--- config.mk ---
export PLATFORM = sky130hd
export DESIGN_NAME = instr_encoder_flat
export DESIGN_NICKNAME = d
export VERILOG_FILES = /design/src/rtl/instr_encoder_if.sv /design/src/rtl/instr_encoder.sv /design/src/flat_wrapper.sv
export SDC_FILE = /design/constraint.sdc
export NUM_CORES = 1
export LEC_CHECK = 0
export ABC_CLOCK_PERIOD_IN_PS = 2500
export BUFFER_PORTS_ARGS = -buffer_cell sky130_fd_sc_hd__clkbuf_2
export CAP_MARGIN = 20
export CELL_PAD_IN_SITES_DETAIL_PLACEMENT = 1
export CELL_PAD_IN_SITES_GLOBAL_PLACEMENT = 1
export CORE_MARGIN = 3
export CORE_UTILIZATION = 35
export CTS_BUF_LIST = sky130_fd_sc_hd__clkbuf_16
export CTS_CLUSTER_DIAMETER = 80
export DETAILED_ROUTE_END_ITERATION = 6
export PLACE_DENSITY = 0.74
export SYNTH_ARGS = -nofsm -noshare
export SYNTH_HDL_FRONTEND = slang
export SYNTH_SLANG_ARGS = --single-unit
--- constraint.sdc ---
create_clock -name clk -period 2.5 [get_ports clk]
set_clock_uncertainty 0.05 [all_clocks]
set_input_delay 0.375 -clock clk [delete_from_list [all_inputs] [get_ports clk]]
set_output_delay 0.375 -clock clk [all_outputs]
set_load 0.005 [all_outputs]
--- src/rtl/instr_encoder_if.sv ---
`default_nettype none
// ============================================================================
//  Module   : instr_encoder_if
//  Brief    : Request (field) channel and output (word) channel of the
//             streaming RV32 instruction encoder.
//  Revision : 1.0  initial release
// ============================================================================
interface instr_encoder_if #(
    parameter int ADDR_W = 10
);
    logic              in_valid;
    logic              in_ready;
    logic              in_itype;
    logic [3:0]        in_alu_op;
    logic [4:0]        in_rd;
    logic [4:0]        in_rs1;
    logic [4:0]        in_rs2;
    logic [11:0]       in_imm;
    logic              out_valid;
    logic              out_ready;
    logic [31:0]       out_instr;
    logic [ADDR_W-1:0] out_addr;

    // Loader / memory-writer side
    modport master (
        output in_valid, in_itype, in_alu_op, in_rd, in_rs1, in_rs2, in_imm,
        input  in_ready,
        input  out_valid, out_instr, out_addr,
        output out_ready
    );

    // Encoder side
    modport slave (
        input  in_valid, in_itype, in_alu_op, in_rd, in_rs1, in_rs2, in_imm,
        output in_ready,
        output out_valid, out_instr, out_addr,
        input  out_ready
    );
endinterface
`default_nettype wire

--- src/rtl/instr_encoder.sv ---
`default_nettype none
// ============================================================================
//  Module   : instr_encoder
//  Brief    : Packs R-type / ADDI fields into RV32 words, tags each with a
//             sequential word address and emits through a 2-entry FIFO.
//             Optional macro ENCODER_ILLEGAL_NOP_EN: illegal requests emit a
//             NOP (addi x0,x0,0) instead of being dropped.
//  Revision : 1.0  initial release
// ============================================================================
module instr_encoder #(
    parameter int ADDR_W    = 10,
    parameter int BASE_ADDR = 0
) (
    input  logic                clk,
    input  logic                rst_n,
    input  logic                start,
    input  logic                err_clr,
    output logic                err,
    instr_encoder_if.slave      bus
);
    // ALU op codes shared with the decode stage: {funct7[5], funct3}
    localparam logic [3:0]        c_ALU_ADD = 4'b0000;
    localparam logic [3:0]        c_ALU_SUB = 4'b1000;
    localparam logic [3:0]        c_ALU_AND = 4'b0111;
    localparam logic [3:0]        c_ALU_OR  = 4'b0110;
    localparam logic [6:0]        c_OP_R    = 7'b0110011;
    localparam logic [6:0]        c_OP_I    = 7'b0010011;
    localparam logic [31:0]       c_NOP     = 32'h0000_0013;
    localparam logic [ADDR_W-1:0] c_BASE    = ADDR_W'(BASE_ADDR);
`ifdef ENCODER_ILLEGAL_NOP_EN
    localparam logic              c_NOP_EN  = 1'b1;
`else
    localparam logic              c_NOP_EN  = 1'b0;
`endif

    logic [ADDR_W-1:0] r_count;
    logic [31:0]       r_fifo_instr [2];
    logic [ADDR_W-1:0] r_fifo_addr  [2];
    logic              r_wptr;
    logic              r_rptr;
    logic [1:0]        r_level;
    logic              r_err;

    logic              w_out_valid;
    logic              w_full;
    logic              w_pop;
    logic              w_accept;
    logic              w_push;
    logic              w_op_known;
    logic              w_legal;
    logic [2:0]        w_funct3;
    logic [6:0]        w_funct7;
    logic [31:0]       w_enc;
    logic [ADDR_W-1:0] w_tag;

    // Field decode and instruction packing
    always_comb begin
        w_funct3   = 3'b000;
        w_funct7   = 7'b0000000;
        w_op_known = 1'b1;
        case (bus.in_alu_op)
            c_ALU_ADD: w_funct3 = 3'b000;
            c_ALU_SUB: w_funct7 = 7'b0100000;
            c_ALU_AND: w_funct3 = 3'b111;
            c_ALU_OR:  w_funct3 = 3'b110;
            default:   w_op_known = 1'b0;
        endcase
        w_legal = w_op_known && (!bus.in_itype || (bus.in_alu_op == c_ALU_ADD));
        if (!w_legal)
            w_enc = c_NOP;
        else if (bus.in_itype)
            w_enc = {bus.in_imm, bus.in_rs1, 3'b000, bus.in_rd, c_OP_I};
        else
            w_enc = {w_funct7, bus.in_rs2, bus.in_rs1, w_funct3, bus.in_rd, c_OP_R};
    end

    // Handshake; a full buffer still accepts when the head is leaving this cycle
    always_comb begin
        w_out_valid   = (r_level != 2'd0);
        w_full        = (r_level == 2'd2);
        w_pop         = w_out_valid && bus.out_ready;
        bus.in_ready  = !w_full || bus.out_ready;
        w_accept      = bus.in_valid && bus.in_ready;
        w_push        = w_accept && (w_legal || c_NOP_EN);
        w_tag         = start ? c_BASE : r_count;
        bus.out_valid = w_out_valid;
        bus.out_instr = w_out_valid ? r_fifo_instr[r_rptr] : 32'h0;
        bus.out_addr  = w_out_valid ? r_fifo_addr[r_rptr]  : '0;
        err           = r_err;
    end

    always_ff @(posedge clk or negedge rst_n) begin
        if (!rst_n) begin
            r_count <= c_BASE;
        end else if (w_push) begin
            r_count <= w_tag + ADDR_W'(1);
        end else if (start) begin
            r_count <= c_BASE;
        end
    end

    always_ff @(posedge clk or negedge rst_n) begin
        if (!rst_n) begin
            for (int i = 0; i < 2; i++) begin
                r_fifo_instr[i] <= 32'h0;
                r_fifo_addr[i]  <= '0;
            end
            r_wptr  <= 1'b0;
            r_rptr  <= 1'b0;
            r_level <= 2'd0;
        end else begin
            if (w_push) begin
                r_fifo_instr[r_wptr] <= w_enc;
                r_fifo_addr[r_wptr]  <= w_tag;
                r_wptr               <= ~r_wptr;
            end
            if (w_pop)
                r_rptr <= ~r_rptr;
            case ({w_push, w_pop})
                2'b10:   r_level <= r_level + 2'd1;
                2'b01:   r_level <= r_level - 2'd1;
                default: r_level <= r_level;
            endcase
        end
    end

    // Setting wins over a same-cycle clear
    always_ff @(posedge clk or negedge rst_n) begin
        if (!rst_n)
            r_err <= 1'b0;
        else if (w_accept && !w_legal)
            r_err <= 1'b1;
        else if (err_clr)
            r_err <= 1'b0;
    end
endmodule
`default_nettype wire

--- src/flat_wrapper.sv ---
// flat-port wrapper written by rule: the top's interface ports become plain ports
module instr_encoder_flat 
#(
    parameter int ADDR_W    = 10,
    parameter int BASE_ADDR = 0
)
  (clk, rst_n, start, err_clr, err, bus_in_valid, bus_in_itype, bus_in_alu_op, bus_in_rd, bus_in_rs1, bus_in_rs2, bus_in_imm, bus_in_ready, bus_out_valid, bus_out_instr, bus_out_addr, bus_out_ready);
  instr_encoder_if #(.ADDR_W(ADDR_W)) bus_i ();
  input  logic clk;
  input  logic rst_n;
  input  logic start;
  input  logic err_clr;
  output logic err;
  input wire logic [$bits(bus_i.in_valid)-1:0] bus_in_valid;
  input wire logic [$bits(bus_i.in_itype)-1:0] bus_in_itype;
  input wire logic [$bits(bus_i.in_alu_op)-1:0] bus_in_alu_op;
  input wire logic [$bits(bus_i.in_rd)-1:0] bus_in_rd;
  input wire logic [$bits(bus_i.in_rs1)-1:0] bus_in_rs1;
  input wire logic [$bits(bus_i.in_rs2)-1:0] bus_in_rs2;
  input wire logic [$bits(bus_i.in_imm)-1:0] bus_in_imm;
  output wire logic [$bits(bus_i.in_ready)-1:0] bus_in_ready;
  output wire logic [$bits(bus_i.out_valid)-1:0] bus_out_valid;
  output wire logic [$bits(bus_i.out_instr)-1:0] bus_out_instr;
  output wire logic [$bits(bus_i.out_addr)-1:0] bus_out_addr;
  input wire logic [$bits(bus_i.out_ready)-1:0] bus_out_ready;
  assign bus_i.in_valid = bus_in_valid;
  assign bus_i.in_itype = bus_in_itype;
  assign bus_i.in_alu_op = bus_in_alu_op;
  assign bus_i.in_rd = bus_in_rd;
  assign bus_i.in_rs1 = bus_in_rs1;
  assign bus_i.in_rs2 = bus_in_rs2;
  assign bus_i.in_imm = bus_in_imm;
  assign bus_in_ready = bus_i.in_ready;
  assign bus_out_valid = bus_i.out_valid;
  assign bus_out_instr = bus_i.out_instr;
  assign bus_out_addr = bus_i.out_addr;
  assign bus_i.out_ready = bus_out_ready;
  instr_encoder #(.ADDR_W(ADDR_W), .BASE_ADDR(BASE_ADDR)) u_core (.clk(clk), .rst_n(rst_n), .start(start), .err_clr(err_clr), .err(err), .bus(bus_i));
endmodule
==> results list <==
* Slew headroom: between 60% and 70%
* Layout Cell Area excl Fill: 0.00496 sq mm
- Initial detailed-routing violation count: 104
* WHS: 0.235 ns
- The via count of the first global-routing pass was around 3,300.
- In this run the deepest clock path goes through 2 buffers.
- Run status: completed
- Share of layout cells above drive strength 1: 28.3%
- The core region is around 0.011 sq mm.
* Largest fanout of any net on the critical path: 22
- HP Class: in2reg
- Counting every instance in the synthesized netlist gives 392.
* Top cells by area, synth: sky130_fd_sc_hd__dfrtp_1 (53%), sky130_fd_sc_hd__mux2i_1 (10%), sky130_fd_sc_hd__mux2_2 (6.4%)
- For this run, the post-layout net count is 509.
* Share of the clock period used by the worst path: 84.0%
- Fill cells in the final layout number between 1,000 and 1,500.
* Family with the most delay on the worst path: simple AND/OR/NAND/NOR gates
- Summed over its instances, the top area cell type makes up around 53% of the synthesized netlist area.
- Port bufs: 79
- Entering global routing, the biggest net connects 45 pins.
* Buffers inserted by post-CTS timing repair: 0
- Number of sinks handled by clock tree synthesis: between 80 and 90
- Worst R2R Start: u_core.r_level[0]$_DFFE_PN0P_
- CP startpoint kind: flop
- Final setup slack of the worst path: 0.399 ns
* Effective utilization at floorplan: 36.6%
- Counting flops with an async set or reset pin after synthesis yields a share of 100%.
- In this run the power density over the cells is 951 mW/mm^2.
* Inserted Diodes: 0
- Total die area: 0.0130 sq mm
- In the routed layout, each cell is associated on average with a via count of 4.99.
* Number of H-tree branching levels: 3
* Maxcap violations: 0
- Capturing instance or port of the critical path: u_core.r_fifo_instr[7]$_DFFE_PN0P_
- Seq/Total Area, Yosys: 53.5%
- The largest single stage delay on the critical path is 0.62 ns.
- Cell chain of the critical path: or3b_2 > o2111ai_4 > buf_4 > mux2_2
- The slowest stage of the critical path belongs to the cell sky130_fd_sc_hd__or3b_2.
* Number of warning messages in the yosys log: 0
- GRT overflow: 0
- Detail Placement HPWL: 6930 um
- Total of cells resized after clock tree synthesis: 0
- The worst path needs 2.10 ns of the cycle, external delays included.
- Worst reg2reg endpoint: u_core.r_fifo_instr[7]$_DFFE_PN0P_
* Average footprint of a synthesized cell: 10.4 sq um
- During I/O placement, the number of pins put on the boundary was 83.
* Number of register bits inferred by synthesis: 87
- The setup path with the least slack is of type reg2reg.
* Overall die width: 114 um
- At the end of routability-driven placement, the weighted congestion stood at 0.797.
- The count of final max-slew check failures was 0.
- Relative to the synthesized area, the layout overhead comes to 21.7%.
- VDD sags by at most 0.000339 V.
- Clock-pin slew of the registers on the worst-case setup and hold paths: around 0.06 ns
* Internal reg-to-reg setup slack: 0.40 ns
* Required time of the critical path: ~2.7 ns
- Synth area leader: sky130_fd_sc_hd__dfrtp_1
* Standby leakage power: approximately 2.4 nW
- In the routed design, unresolved DRC markers number 0.
* Setup total negative slack: 0 ns
- WP depth: 4
- Detailed routing inserted a total of roughly 3,000 vias.
* EDFF count, synth: 0
- The number of endpoints with negative hold slack in the final report came to 0.
- Syn Std Cell Area: 0.00407 sq mm
- Yosys cell types: 32
- Logic depth of the worst register-to-register path: 4
- Combined global-route utilization of all metal layers: about 16%
* Crit. End Element: flop
- Crit path from: u_core.r_level[0]$_DFFE_PN0P_
- The number of antenna violations at the first check in global routing came to 0.
* Post-place setup slack: 0.329 ns
- Worst EP arrival: 2.27 ns
- Inserted Clock Buffers: 9
* Global-route wire length before repair: 16,100 um
* Routed len/inst: 15.8 um
- In the synthesized netlist the dominant register cell turns out to be sky130_fd_sc_hd__dfrtp_1.
* Crit path buf inv count: 1
- Dpl cell area: 0.00466 sq mm
* Number of detailed-routing iterations run before antenna repair: 4
- Buffers inserted to repair hold after CTS numbered 1.
* Finished Core Util: 44.5%
- For this block, the routed nets add up to 9710 um of wire.
- TritonCTS built the clock tree.
- Cell chosen for the clock root: sky130_fd_sc_hd__clkbuf_16
* Row count: 38
- Setup repair after global routing missed its margin: no
- The later pin in the worst-skew pair is clocked with a latency of 0.34 ns.
* Setup violations, final: 0
- At the pin with the least slew margin, the transition time is 0.550 ns.
* DRT antenna net count: 0
- Vertical die dimension: 114 um
* Highest Clock Rate: 476 MHz
## how the worst min path moves through the flow
stage / slack (ns) / depth (start not counted) / end / from
floorplan: 0.03 / 0 / u_core.err$_DFFE_PN0P_ / rst_n
global placement: 0.28 / 1 / u_core.r_fifo_instr[9]$_DFFE_PN0P_ / rst_n
detailed placement: 0.28 / 1 / u_core.r_fifo_instr[41]$_DFFE_PN0P_ / rst_n
CTS: 0.22 / 2 / u_core.r_fifo_instr[42]$_DFFE_PN0P_ / bus_in_rd[3]
global route: 0.23 / 2 / u_core.r_fifo_instr[48]$_DFFE_PN0P_ / bus_in_rs1[1]
finish: 0.23 / 2 / u_core.r_fifo_instr[42]$_DFFE_PN0P_ / bus_in_rd[3]
## cell families (layout without fill, tap and decap cells)
kind of cell,count (synthesis),count (layout),synth area share [%]
flops,87,87,53.5
fa+ha+maj,2,2,0.614
compound gates,62,62,8.97
mux,65,65,16.7
other cells,1,3,0.0921
buf+inv,36,116,4.27
xor+xnor,8,8,1.72
simple gates,131,131,14.2
## metrics by stage
| stage | instances | power, mW |
|---|---|---|
| finish | 614 | 4.71 |
| global route | 614 | 5.04 |
| CTS | 614 | 4.80 |
| detailed placement | 597 | 3.51 |
| global placement | 597 | 3.44 |
| floorplan | 394 | 2.91 |
## cell usage in the layout (no fill, tap or decap), types with 2 or more instances in the layout
cell,netlist,routed
sky130_fd_sc_hd__xnor2_1,6,6
sky130_fd_sc_hd__nand2_1,58,58
sky130_fd_sc_hd__or4_1,2,2
sky130_fd_sc_hd__ha_1,2,2
sky130_fd_sc_hd__buf_12,0,2
sky130_fd_sc_hd__conb_1,1,3
sky130_fd_sc_hd__a21oi_1,5,5
sky130_fd_sc_hd__o2111ai_4,0,2
sky130_fd_sc_hd__dfrtp_1,87,86
sky130_fd_sc_hd__buf_4,8,13
sky130_fd_sc_hd__clkbuf_16,0,9
sky130_fd_sc_hd__inv_1,6,8
sky130_fd_sc_hd__clkinv_1,0,2
sky130_fd_sc_hd__mux2_2,23,23
sky130_fd_sc_hd__nand3_1,2,2
sky130_fd_sc_hd__or3_1,3,3
sky130_fd_sc_hd__nand2b_1,12,12
sky130_fd_sc_hd__clkbuf_2,0,78
sky130_fd_sc_hd__o31ai_1,2,2
sky130_fd_sc_hd__nor2_1,42,41
sky130_fd_sc_hd__xor2_1,2,2
sky130_fd_sc_hd__and2_1,2,2
sky130_fd_sc_hd__mux2i_1,42,42
sky130_fd_sc_hd__nor3b_1,2,2
sky130_fd_sc_hd__o21ai_0,50,50
sky130_fd_sc_hd__nand4_1,4,4
## power by group
group / switching (mW) / total (mW) / internal (mW) / leakage [nW]
registers: 0.195 / 1.95 / 1.75 / 1.14
logic: 0.779 / 1.49 / 0.712 / 1.13
clock network: 0.518 / 1.28 / 0.758 / 0.143
## state kept, by name (all words and copies together), names as in the netlist
name,count
u_core.r_fifo_instr,52
u_core.r_level,2
u_core.err,1
u_core.r_wptr,1
u_core.r_rptr,1
u_core.r_fifo_addr,20
u_core.r_count,10
## layer usage
| metal | track usage (%) | vias up | wire [um] |
|---|---|---|---|
| met5 | 0 | - | 0 |
| met1 | 20.2 | 1513 | 4380 |
| li1 | - | 1466 | - |
| met3 | 3.82 | 17 | 458 |
| met4 | 5.30 | 0 | 170 |
| met2 | 26.7 | 66 | 4700 |
## cell usage after synthesis, types with 2 or more instances
library cell	n
sky130_fd_sc_hd__nor2_1	42
sky130_fd_sc_hd__o21ai_0	50
sky130_fd_sc_hd__mux2_2	23
sky130_fd_sc_hd__buf_1	3
sky130_fd_sc_hd__buf_2	7
sky130_fd_sc_hd__and2_1	2
sky130_fd_sc_hd__buf_4	8
sky130_fd_sc_hd__ha_1	2
sky130_fd_sc_hd__or3_1	3
sky130_fd_sc_hd__dfrtp_1	87
sky130_fd_sc_hd__nand2b_1	12
sky130_fd_sc_hd__mux2i_1	42
sky130_fd_sc_hd__or4_1	2
sky130_fd_sc_hd__clkbuf_1	12
sky130_fd_sc_hd__nand4_1	4
sky130_fd_sc_hd__nor3b_1	2
sky130_fd_sc_hd__nand2_1	58
sky130_fd_sc_hd__a21oi_1	5
sky130_fd_sc_hd__o31ai_1	2
sky130_fd_sc_hd__nand3_1	2
sky130_fd_sc_hd__xnor2_1	6
sky130_fd_sc_hd__o2111ai_2	2
sky130_fd_sc_hd__xor2_1	2
sky130_fd_sc_hd__inv_1	6
## final cells by class
cell class                 count  area (sq um)  area share (%)
timing repair buffer          94           538            10.9
inverter                       6          22.5           0.454
clock inverter                 7          57.6            1.16
tap                          140           175            3.53
multi-input combinational    271          1760            35.5
sequential                    87          2180            44.0
clock buffer                   9           225            4.54
(Power assumes the default switching activity.)
